File: src/rtl/nvme_admin_ctrl.sv
// nvme_admin_ctrl: NVMe controller endpoint for the admin SQ/CQ pair only.
// Register requests arrive as 64-bit PCIe words. Each submitted command is
// fetched, moved with one 4 KiB DMA, completed into the CQ and signalled by MSI.
// Optional build macro NVME_STATS_EN enables the statistics counters; without
// it the counters read as zero.
module nvme_admin_ctrl #(
    parameter int DATA_WIDTH     = 64,
    parameter int ADDR_WIDTH     = 64,
    parameter int MAX_QUEUES     = 64,
    parameter int QUEUE_DEPTH    = 1024,
    parameter int MAX_NAMESPACES = 16
) (
    input  logic                  clk,
    input  logic                  rst,
    input  logic [63:0]           pcie_rx_data,
    input  logic                  pcie_rx_valid,
    output logic                  pcie_rx_ready,
    output logic [63:0]           pcie_tx_data,
    output logic                  pcie_tx_valid,
    input  logic                  pcie_tx_ready,
    output logic                  mem_req,
    output logic [ADDR_WIDTH-1:0] mem_addr,
    output logic [DATA_WIDTH-1:0] mem_wdata,
    input  logic [DATA_WIDTH-1:0] mem_rdata,
    output logic                  mem_write,
    output logic [7:0]            mem_size,
    input  logic                  mem_ready,
    input  logic                  mem_valid,
    output logic                  dma_req,
    input  logic                  dma_ack,
    output logic [ADDR_WIDTH-1:0] dma_src_addr,
    output logic [ADDR_WIDTH-1:0] dma_dst_addr,
    output logic [31:0]           dma_length,
    output logic                  dma_write,
    input  logic                  dma_done,
    input  logic                  dma_error,
    output logic [15:0]           msi_vector,
    output logic                  msi_valid,
    input  logic                  msi_ready,
    output logic                  controller_ready,
    output logic [15:0]           active_queues,
    output logic [31:0]           commands_processed,
    output logic [31:0]           error_count,
    output logic [63:0]           data_transferred
);

    typedef enum logic [2:0] {
        S_DISABLED, S_ENABLING, S_READY, S_FETCH,
        S_DMA_REQ, S_DMA_WAIT, S_CQ_WRITE, S_MSI
    } state_t;

    state_t      state, state_next;
    logic [3:0]  en_cnt;
    logic        cc_en;
    logic [11:0] asq_sz_m1, acq_sz_m1;
    logic [31:0] asq_lo, asq_hi, acq_lo, acq_hi;
    logic [15:0] sq_head, sq_tail, cq_tail, sq_size, cq_size;
    logic        phase;
    logic        cmd_dir;
    logic [15:0] cmd_cid;
    logic [31:0] cmd_prp;
    logic [15:0] status;
    logic [31:0] rd_data;
    logic        req_fire, wr_fire, rd_flag;
    logic [30:0] reg_addr;
    logic [31:0] wr_data;
    logic        unused_cmd_bits;

    // Queue size from an AQA "size minus one" field, clamped to the supported depth.
    function automatic logic [15:0] queue_size(input logic [11:0] size_m1);
        if (int'(size_m1) >= QUEUE_DEPTH - 1) return 16'(QUEUE_DEPTH);
        return {4'h0, size_m1} + 16'd1;
    endfunction

    // Advance a ring pointer, wrapping at the queue size.
    function automatic logic [15:0] ring_inc(input logic [15:0] ptr, input logic [15:0] size);
        if (ptr + 16'd1 >= size) return 16'd0;
        return ptr + 16'd1;
    endfunction

    assign rd_flag         = pcie_rx_data[63];
    assign reg_addr        = pcie_rx_data[62:32];
    assign wr_data         = pcie_rx_data[31:0];
    assign pcie_rx_ready   = !rst && !pcie_tx_valid;
    assign req_fire        = pcie_rx_valid && pcie_rx_ready;
    assign wr_fire         = req_fire && !rd_flag;
    assign sq_size         = queue_size(asq_sz_m1);
    assign cq_size         = queue_size(acq_sz_m1);
    assign controller_ready = (state != S_DISABLED) && (state != S_ENABLING);
    assign active_queues   = {15'h0, controller_ready};
    assign msi_vector      = 16'h0;
    // Opcode bits above the direction bit and the reserved byte are not used.
    assign unused_cmd_bits = ^mem_rdata[15:1];

    // Register read multiplexer.
    always_comb begin
        rd_data = 32'h0;
        case (reg_addr)
            31'h00:   rd_data = {16'(MAX_QUEUES - 1), 16'(QUEUE_DEPTH - 1)};
            31'h08:   rd_data = 32'h0001_0400;
            31'h14:   rd_data = {31'h0, cc_en};
            31'h1C:   rd_data = {31'h0, controller_ready};
            31'h24:   rd_data = {4'h0, acq_sz_m1, 4'h0, asq_sz_m1};
            31'h28:   rd_data = asq_lo;
            31'h2C:   rd_data = asq_hi;
            31'h30:   rd_data = acq_lo;
            31'h34:   rd_data = acq_hi;
            31'h38:   rd_data = 32'(MAX_NAMESPACES);
            31'h1000: rd_data = {16'h0, sq_tail};
            default:  rd_data = 32'h0;
        endcase
    end

    // Read response register: held until the host side accepts it.
    always_ff @(posedge clk) begin
        if (rst) begin
            pcie_tx_valid <= 1'b0;
            pcie_tx_data  <= 64'h0;
        end else if (req_fire && rd_flag) begin
            pcie_tx_valid <= 1'b1;
            pcie_tx_data  <= {1'b0, reg_addr, rd_data};
        end else if (pcie_tx_valid && pcie_tx_ready) begin
            pcie_tx_valid <= 1'b0;
        end
    end

    // Host-programmed configuration registers.
    always_ff @(posedge clk) begin
        if (rst) begin
            cc_en     <= 1'b0;
            asq_sz_m1 <= 12'h0;
            acq_sz_m1 <= 12'h0;
            asq_lo    <= 32'h0;
            asq_hi    <= 32'h0;
            acq_lo    <= 32'h0;
            acq_hi    <= 32'h0;
        end else if (wr_fire) begin
            case (reg_addr)
                31'h14: cc_en <= wr_data[0];
                31'h24: begin
                    asq_sz_m1 <= wr_data[11:0];
                    acq_sz_m1 <= wr_data[27:16];
                end
                31'h28: asq_lo <= wr_data;
                31'h2C: asq_hi <= wr_data;
                31'h30: acq_lo <= wr_data;
                31'h34: acq_hi <= wr_data;
                default: ;
            endcase
        end
    end

    // Queue pointers; cleared while the controller is disabled. The CQ phase
    // tag restarts at 1 so the host can tell fresh entries from zeroed memory.
    always_ff @(posedge clk) begin
        if (rst || !cc_en) begin
            sq_head <= 16'h0;
            sq_tail <= 16'h0;
            cq_tail <= 16'h0;
            phase   <= 1'b1;
        end else begin
            if (wr_fire && reg_addr == 31'h1000 && wr_data < {16'h0, sq_size})
                sq_tail <= wr_data[15:0];
            if (state == S_FETCH && mem_valid)
                sq_head <= ring_inc(sq_head, sq_size);
            if (state == S_CQ_WRITE && mem_ready) begin
                cq_tail <= ring_inc(cq_tail, cq_size);
                if (cq_tail + 16'd1 >= cq_size) phase <= ~phase;
            end
        end
    end

    // Decoded command fields and the completion status of the current command.
    always_ff @(posedge clk) begin
        if (rst) begin
            cmd_dir <= 1'b0;
            cmd_cid <= 16'h0;
            cmd_prp <= 32'h0;
            status  <= 16'h0;
        end else begin
            if (state == S_FETCH && mem_valid) begin
                cmd_dir <= mem_rdata[0];
                cmd_cid <= mem_rdata[31:16];
                cmd_prp <= mem_rdata[63:32];
            end
            if (state == S_DMA_WAIT && (dma_done || dma_error))
                status <= dma_error ? 16'h0004 : 16'h0000;
        end
    end

    // State register and enable-delay counter.
    always_ff @(posedge clk) begin
        if (rst) begin
            state  <= S_DISABLED;
            en_cnt <= 4'h0;
        end else begin
            state  <= state_next;
            en_cnt <= (state == S_ENABLING) ? en_cnt + 4'd1 : 4'h0;
        end
    end

    // Next-state and per-state memory/DMA/MSI request outputs.
    always_comb begin
        state_next   = state;
        mem_req      = 1'b0;
        mem_write    = 1'b0;
        mem_size     = 8'h0;
        mem_addr     = '0;
        mem_wdata    = '0;
        dma_req      = 1'b0;
        dma_src_addr = '0;
        dma_dst_addr = '0;
        dma_length   = 32'h0;
        dma_write    = 1'b0;
        msi_valid    = 1'b0;
        case (state)
            S_DISABLED: state_next = S_ENABLING;
            S_ENABLING: if (en_cnt == 4'd15) state_next = S_READY;
            S_READY:    if (sq_head != sq_tail) state_next = S_FETCH;
            S_FETCH: begin
                mem_req  = 1'b1;
                mem_size = 8'd64;
                mem_addr = ADDR_WIDTH'({asq_hi, asq_lo} + {42'h0, sq_head, 6'h0});
                if (mem_valid) state_next = S_DMA_REQ;
            end
            S_DMA_REQ: begin
                dma_req      = 1'b1;
                dma_src_addr = ADDR_WIDTH'({20'h0, cmd_prp, 12'h0});
                dma_length   = 32'd4096;
                dma_write    = cmd_dir;
                if (dma_ack) state_next = S_DMA_WAIT;
            end
            S_DMA_WAIT: if (dma_done || dma_error) state_next = S_CQ_WRITE;
            S_CQ_WRITE: begin
                mem_req   = 1'b1;
                mem_write = 1'b1;
                mem_size  = 8'd16;
                mem_addr  = ADDR_WIDTH'({acq_hi, acq_lo} + {44'h0, cq_tail, 4'h0});
                mem_wdata = {status[15:1], phase, cmd_cid, 16'h0, sq_head};
                if (mem_ready) state_next = S_MSI;
            end
            S_MSI: begin
                msi_valid = 1'b1;
                if (msi_ready) state_next = S_READY;
            end
            default: state_next = S_DISABLED;
        endcase
        if (!cc_en) state_next = S_DISABLED;
    end

`ifdef NVME_STATS_EN
    // Statistics: completions, DMA error cycles and successfully moved bytes.
    always_ff @(posedge clk) begin
        if (rst) begin
            commands_processed <= 32'h0;
            error_count        <= 32'h0;
            data_transferred   <= 64'h0;
        end else begin
            if (msi_valid && msi_ready) commands_processed <= commands_processed + 32'd1;
            if (dma_error)              error_count <= error_count + 32'd1;
            if (dma_done && !dma_error) data_transferred <= data_transferred + 64'd4096;
        end
    end
`else
    assign commands_processed = 32'h0;
    assign error_count        = 32'h0;
    assign data_transferred   = 64'h0;
`endif

endmodule

File: config.mk
export PLATFORM = sky130hd
export DESIGN_NAME = nvme_admin_ctrl
export DESIGN_NICKNAME = d
export VERILOG_FILES = /design/src/rtl/nvme_admin_ctrl.sv
export SDC_FILE = /design/constraint.sdc
export NUM_CORES = 1
export LEC_CHECK = 0
export ABC_AREA = 1
export BUFFER_PORTS_ARGS = -buffer_cell sky130_fd_sc_hd__buf_2
export CAP_MARGIN = 10
export CELL_PAD_IN_SITES_DETAIL_PLACEMENT = 0
export CELL_PAD_IN_SITES_GLOBAL_PLACEMENT = 1
export CORE_AREA = 2 2 257 259
export CTS_CLUSTER_DIAMETER = 100
export DETAILED_ROUTE_END_ITERATION = 8
export DIE_AREA = 0 0 259 261
export HOLD_SLACK_MARGIN = 0.06
export PLACE_DENSITY = 0.89
export SYNTH_ARGS = -nofsm -noshare
export SYNTH_HDL_FRONTEND = slang
export SYNTH_SLANG_ARGS = --single-unit
File: constraint.sdc
create_clock -name clk -period 5.9 [get_ports clk]
set_input_delay 1.77 -clock clk [delete_from_list [all_inputs] [get_ports clk]]
set_output_delay 1.77 -clock clk [all_outputs]
set_load 0.05 [all_outputs]
==> results of run 1 <==
-- worst register-to-register path: stages (launching register included) --
cell and delay [ns]:
dfxtp_1 0.41, ha_1 0.27, nand3_1 0.15, nor2_1 0.19, nand2_1 0.12, nand2_1 0.10
clkinv_1 0.30, o211ai_1 0.34, ha_1 0.33, a21oi_1 0.16, o21a_1 0.16, o211ai_1 0.12
nor3_4 0.39, nand2_2 0.36, nand2_1 0.14, nand2_1 0.05, nor2_1 0.13
-- Yosys cell counts (5+ instances only) --
cell / n / area share
o21ai_1: 27 / 0.0057
nand3_1: 222 / 0.047
dfxtp_1: 323 / 0.27
or2_2: 14 / 0.0037
buf_1: 8 / 0.0013
xor2_1: 23 / 0.0085
xnor2_1: 11 / 0.0041
nor2_1: 397 / 0.063
nor3_1: 90 / 0.019
o211ai_1: 12 / 0.0038
ha_1: 75 / 0.040
nor4_1: 16 / 0.0042
inv_2: 18 / 0.0029
nand2_1: 690 / 0.11
o21ai_0: 343 / 0.073
nand3b_1: 7 / 0.0022
o22ai_1: 27 / 0.0072
clkbuf_1: 96 / 0.015
buf_2: 18 / 0.0038
nor2_2: 11 / 0.0029
nor3_2: 7 / 0.0030
inv_1: 442 / 0.070
a21oi_1: 375 / 0.080
nand4_1: 83 / 0.022
a21o_1: 8 / 0.0025
buf_4: 329 / 0.10
o31ai_1: 5 / 0.0016
-- what timing repair did --
| item | CTS | global route |
|---|---|---|
| hold endpoints to repair | 0 | 0 |
| resized for setup | 0 | 2 |
| setup endpoints to repair | 0 | 4 |
-- power groups by stage --
| stage | Sequential (mW) | Combinational (mW) | Clock [mW] |
|---|---|---|---|
| 2_1_floorplan | 2.27 | 0.707 | 0 |
| 3_3_place_gp | 2.24 | 0.690 | 0 |
| 3_5_place_dp | 2.24 | 0.692 | 0 |
| 4_1_cts | 2.19 | 0.693 | 2.66 |
| 5_1_grt | 2.19 | 0.734 | 2.75 |
| 6_report | 2.19 | 0.702 | 2.63 |
-- layer usage --
metal,wire length [um],part of all wire
met5,0,0
met1,40690,0.41
met4,3949,0.040
met2,42910,0.44
met3,10800,0.11
-- metrics by stage --
stage	power, mW	area, sq um	hold slack, ns	util	instances
after floorplan	2.979	24790	0.4176	-	4067
after global placement	2.932	24730	0.4331	0.3802	4826
after detailed placement	2.934	24730	0.4441	0.3802	4826
after CTS	5.546	26100	0.4535	0.4014	4897
after global routing	5.679	26110	0.4739	0.4014	4897
final	5.528	26110	0.4523	0.4015	4899
-- final cells by class --
cell class              count  area, sq um
inverters                 464         1750
clock buffers              53         1089
diodes                      2        5.005
fillers                  7176        38930
flip-flops and latches    323         6466
multi-input cells        2823        13590
repair buffers            352         1849
well taps                 864         1081
clock inverters            18        284.0
-- worst paths after layout --
| check | start | endpoint | slack [ns] |
|---|---|---|---|
| max reg2reg | asq_sz_m1[0]$_SDFFE_PP0P_ | sq_tail[1]$_SDFFE_PP0P_ | 2.12 |
| max | cq_tail[0]$_SDFFE_PP0P_ | mem_addr[20] | 0.34 |
| min | cmd_cid[6]$_SDFFE_PP0P_ | cmd_cid[6]$_SDFFE_PP0P_ | 0.45 |
| min reg2reg | cmd_cid[6]$_SDFFE_PP0P_ | cmd_cid[6]$_SDFFE_PP0P_ | 0.45 |
-- flip-flops by register name, indices dropped and copies added (netlist names), 4 cells and up --
name,cells
acq_hi,32
acq_lo,32
acq_sz_m1,12
asq_hi,32
asq_lo,32
asq_sz_m1,12
cmd_cid,16
cmd_prp,32
cq_tail,16
en_cnt,4
pcie_tx_data,63
sq_head,16
sq_tail,16
-- kinds of logic (layout without fill, tap and decap cells) --
kind of cell,Yosys count,after routing,share of synthesized area
XOR/XNOR,34,34,0.01264
AND/OR/NAND/NOR,1567,1567,0.2901
buffers and inverters,921,887,0.2017
AO/OA/AOI/OAI,816,816,0.1794
other,2,331,0.0003187
flip-flops,323,323,0.2744
adder cells (fa/ha/maj),77,77,0.04152
==> flow_metrics.py, run 1 <==
metrics = {
    "setup_path": {
        "cp_num_buf_inv": 1,
        "max_stage_delay_ns": 0.52,
        "cp.arrival_ns": 3.79,
        "path_delay_family": "simple AND/OR/NAND/NOR gates",
        "critical-path-slowest-cell": "o31ai_1",
        "cp_common_cell": "nand2_1",
        "start_kind": "flip-flop",
        "crit_chain": "ha_1, fa_1, nand3_1, nand2_1, nand2_1, nand2_1, nand2_1, nand2_1, nand2_1, nand2_1, nor2_1, o31ai_1, buf_2",
        "worstRegToRegCells": 16,
        "critPathRequiredTime_ns": 4.13,
        "cp_max_fo": 10,
        "critPathCaptureType": "output port",
        "path_class": "flip-flop to output port",
        "path_depth": 13,
    },
    "grt": {
        "track_usage": 0.2758,
        "antenna_found_initial": 2,
        "use_met3": 0.06214,
        "grt-busiest-layer": "met2",
        "grt_pass1_wl_um": 139900,
        "grt_pass1_vias": 21940,
        "grt_max_degree": 146,
        "gr-usage-met2": 0.4244,
        "grt.overflow.total": 0,
        "use_met1": 0.3738,
    },
    "placed_design": {
        "port_buffers": 327,
        "place_hpwl_um": 77790,
        "dp_slack_ns": 0.7567,
        "place_congestion": 1.025,
    },
    "clock_tree": {
        "cts_root_buf": "clkbuf_16",
        "path_clk_slew_ns": 0.06,
        "clkLatencyLatePin_ns": 0.59,
        "hold_buffers": 0,
        "clockBufferDepth": 3,
        "h-tree-depth": 2,
        "cts_buffers": 39,
        "postCtsSetupBuffers": 0,
        "cts.sinks": 323,
        "cts_tree": "done",
    },
    "cells_and_area": {
        "area_growth_pct": 10.81,
        "final_common_cell": "nand2_1",
        "layout.nets": 4218,
        "final_cell_mix": "nand2_1, inv_1, nor2_1",
        "drive_above_1_share": 0.1208,
    },
    "route": {
        "drc": 0,
        "routed_wl_um": 98350,
        "drtIter0Drc": 3051,
        "routed-via-count": 25231,
        "drtPass1Iterations": 8,
        "ant_nets": 0,
        "wl_per_cell_um": 20.08,
        "vias_per_cell": 5.150,
    },
    "power": {
        "combinationalPowerShare": 0.127,
        "p_leak_nw": 11.07,
        "p_clk_frac": 0.476,
        "power.density_mw_per_mm2": 211.7,
        "power_frac_seq": 0.397,
        "internal_power_mw": 3.827,
        "p_sw_mw": 1.701,
        "swShare": 0.3077,
        "ir_drop_v": 0.0002082,
    },
    "logic_synthesis": {
        "synth_area_sq_mm": 0.02357,
        "synthFlopType": "dfxtp_1",
        "synth-edff-count": 0,
        "ys_seq_area_frac": 0.2744,
        "ys_ff_latch": 323,
        "synth_cell_types": 55,
        "synth_warnings": 0,
        "ys_async_sr_fraction": 0,
        "syn_avg_cell_area_sq_um": 6.301,
        "netlist_instances": 3740,
    },
    "outcome": {
        "status": "finished, final reports clean",
    },
    "sta": {
        "layout_setup_ws_ns": 0.3354,
        "fin_crit_sh": 0.9431,
        "finalClockSkew_ns": 0.02226,
        "fin_setup_tns_ns": 0,
        "slew_headroom": 0.3194,
        "rsz0062_at_grt": "false",
        "hold_viol_final": 0,
        "setup_viol": 0,
        "final_max_slew_viol_count": 0,
        "fin_crit_ns": 5.565,
        "fmax_mhz": 179.7,
        "worst_pin_slew_ns": 1.019,
    },
    "floorplanning": {
        "initial_core_util": 0.3623,
        "dieArea_sq_mm": 0.06760,
        "coreArea_sq_mm": 0.06504,
        "die_w_um": 259,
        "fp.dieH_um": 261,
        "io_pins": 666,
        "rows": 94,
    },
    "run": {
        "maxCapViolCount": 0,
    },
    "hold_path": {
        "hold_path_class": "flip-flop to flip-flop",
        "holdPathStages": 2,
    },
}
Note: power is estimated with default switching activity, not from simulation.
==> run 2, diff against run 1 <==
--- a/config.mk
+++ b/config.mk
@@ -16,6 +16,7 @@
 export DIE_AREA = 0 0 259 261
 export HOLD_SLACK_MARGIN = 0.06
 export PLACE_DENSITY = 0.89
+export SETUP_SLACK_MARGIN = 0.3
 export SYNTH_ARGS = -nofsm -noshare
 export SYNTH_HDL_FRONTEND = slang
 export SYNTH_SLANG_ARGS = --single-unit
==> constraint.sdc (replaced) <==
create_clock -name clk -period 6.6 [get_ports clk]
set_input_delay 1.98 -clock clk [delete_from_list [all_inputs] [get_ports clk]]
set_output_delay 1.98 -clock clk [all_outputs]
set_load 0.05 [all_outputs]
==> run 2 against run 1 <==
Against the previous run: via count up 0.55%; sequential power down 11%; register-to-register slack better by 0.71 ns; highest routed layer is now met5; non-clock buffer count down 8; sequential share of layout area unchanged; critical path type unchanged; utilization unchanged; die area unchanged; global-route usage about the same; first-iteration DRC count down 12%.
==> flow_metrics.py, run 2 (synthesized netlist as in run 1, its figures left out) <==
metrics = {
    "cells_and_area": {
        "final_common_cell": "nand2_1",
        "ff_latch_area_sq_mm": 0.006466,
        "nFillCells": 7164,
        "area_growth_pct": 10.81,
        "drive_above_1_share": 0.1205,
        "layout.nets": 4210,
        "multiInputGateArea_sq_mm": 0.01359,
        "largest_register_ffs": 63,
        "final_cell_mix": "nand2_1, inv_1, nor2_1",
        "top_register": "pcie_tx_data",
    },
    "setup_path": {
        "crit_chain": "ha_1, inv_1, fa_1, nor3_1, nor2_1, o21bai_1, inv_1, o21ai_0, a21oi_1, o21ai_0, nand2_1, buf_2",
        "worstRegToRegCells": 15,
        "cp-endpoint": "mem_addr[18]",
        "cp_max_fo": 8,
        "path_class": "flip-flop to output port",
        "path_delay_family": "compound AO/OA/AOI/OAI gates",
        "worstSetupStartpoint": "sq_head[0]$_SDFFE_PP0P_",
        "timing.rr.start": "asq_sz_m1[0]$_SDFFE_PP0P_",
        "critPathRequiredTime_ns": 4.62,
        "critical-path-slowest-cell": "dfxtp_1",
        "reg2reg_slack_ns": 2.83,
        "start_kind": "flip-flop",
        "cp.arrival_ns": 4.03,
        "cp_num_buf_inv": 3,
        "critPathCaptureType": "output port",
        "path_depth": 12,
        "max_stage_delay_ns": 0.50,
        "r2r_end": "sq_tail[10]$_SDFFE_PP0P_",
    },
    "route": {
        "drtPass1Iterations": 8,
        "drtIter0Drc": 2691,
        "wl_per_cell_um": 20.19,
        "routed_wl_um": 98770,
        "ant_nets": 0,
        "drc": 0,
        "vias_per_cell": 5.187,
        "routed-via-count": 25371,
    },
    "sta": {
        "hold_slack_ns": 0.4501,
        "hold_viol_final": 0,
        "fin_crit_ns": 6.014,
        "rsz0062_at_grt": "false",
        "setup_viol": 0,
        "fin_crit_sh": 0.9112,
        "final_max_slew_viol_count": 0,
        "slew_headroom": 0.3266,
        "finalClockSkew_ns": 0.03131,
        "fin_setup_tns_ns": 0,
        "fmax_mhz": 166.3,
        "worst_pin_slew_ns": 1.004,
    },
    "power": {
        "p_clk_frac": 0.487,
        "p_sw_mw": 1.567,
        "internal_power_mw": 3.480,
        "ir_drop_v": 0.0002414,
        "power_frac_seq": 0.389,
        "power.density_mw_per_mm2": 193.3,
        "p_leak_nw": 11.07,
        "swShare": 0.3105,
        "finalPower_mw": 5.046,
        "combinationalPowerShare": 0.125,
    },
    "grt": {
        "track_usage": 0.2762,
        "grt.overflow.total": 0,
        "use_met1": 0.3754,
        "gr-usage-met2": 0.4283,
        "grt-busiest-layer": "met2",
        "use_met3": 0.05468,
        "grt_pass1_wl_um": 140300,
        "antenna_found_initial": 6,
        "grt_pass1_vias": 21958,
        "grt_max_degree": 213,
    },
    "floorplanning": {
        "die_w_um": 259,
        "initial_core_util": 0.3623,
        "dieArea_sq_mm": 0.06760,
        "fp.dieH_um": 261,
        "coreArea_sq_mm": 0.06504,
        "rows": 94,
        "io_pins": 666,
    },
    "clock_tree": {
        "clkLatencyLatePin_ns": 0.60,
        "cts_buffers": 39,
        "postCtsSetupBuffers": 0,
        "cts_tree": "done",
        "ctsResizeCount": 0,
        "path_clk_slew_ns": 0.06,
        "clockBufferDepth": 3,
        "cts_root_buf": "clkbuf_16",
        "h-tree-depth": 2,
        "hold_buffers": 0,
        "cts.sinks": 323,
    },
    "outcome": {
        "status": "finished, final reports clean",
    },
    "hold_path": {
        "hold_path_class": "flip-flop to flip-flop",
    },
    "run": {
        "maxCapViolCount": 0,
    },
    "placed_design": {
        "place_hpwl_um": 77170,
        "place_congestion": 1.039,
        "port_buffers": 327,
    },
}
## run 2: cell types whose count changed in the layout (fill, tap and decap cells not counted), moves of 2 or more
cell       delta
buf_4         -7
clkbuf_1      -7
clkinv_2      +4
clkinv_4      +3
bufinv_16     +2
clkbuf_8      -2
clkinv_16     +2
clkinv_8      -2
## run 2: layer usage
layer	wire, um	up-vias
met5	18	-
met2	43510	1359
met4	3966	4
met3	10440	183
li1	-	12117
met1	40840	11708
## run 2: final cells by class
class                           count  share of cell area
Inverter                          464             0.06703
Clock buffer                       44             0.03963
Sequential cell                   323              0.2476
Multi-Input combinational cell   2823              0.5203
Antenna cell                        3           0.0002875
Clock inverter                     26             0.01567
Timing Repair Buffer              344             0.06804
Tap cell                          864             0.04140
## run 2: metrics by stage
| stage | instances | cell area, sq um | setup slack [ns] | util |
|---|---|---|---|---|
| floorplan | 4067 | 24790 | 1.393 | - |
| global placement | 4818 | 24660 | 1.214 | 0.3792 |
| detailed placement | 4818 | 24660 | 1.235 | 0.3792 |
| CTS | 4888 | 26110 | 0.6014 | 0.4014 |
| global route | 4888 | 26110 | 0.3507 | 0.4014 |
| finish | 4891 | 26110 | 0.5859 | 0.4015 |
## run 2: worst min-delay path by stage
stage / start / endpoint / slack [ns] / cells past startpoint
final: en_cnt[0]$_SDFF_PP0_ / en_cnt[0]$_SDFF_PP0_ / 0.45 / 1
after global placement: en_cnt[0]$_SDFF_PP0_ / en_cnt[0]$_SDFF_PP0_ / 0.44 / 1
after detailed placement: cmd_prp[10]$_SDFFE_PP0P_ / cmd_prp[10]$_SDFFE_PP0P_ / 0.44 / 2
after global routing: en_cnt[0]$_SDFF_PP0_ / en_cnt[0]$_SDFF_PP0_ / 0.48 / 1
after floorplan: en_cnt[0]$_SDFF_PP0_ / en_cnt[0]$_SDFF_PP0_ / 0.42 / 1
after CTS: cmd_prp[10]$_SDFFE_PP0P_ / cmd_prp[10]$_SDFFE_PP0P_ / 0.45 / 2
## run 2: power by group through the flow
stage	logic [mW]	clock network [mW]	registers (mW)
3_5_place_dp	0.620	0	2.00
5_1_grt	0.658	2.56	1.96
2_1_floorplan	0.632	0	2.03
6_report	0.629	2.46	1.96
4_1_cts	0.621	2.48	1.96
3_3_place_gp	0.619	0	2.00
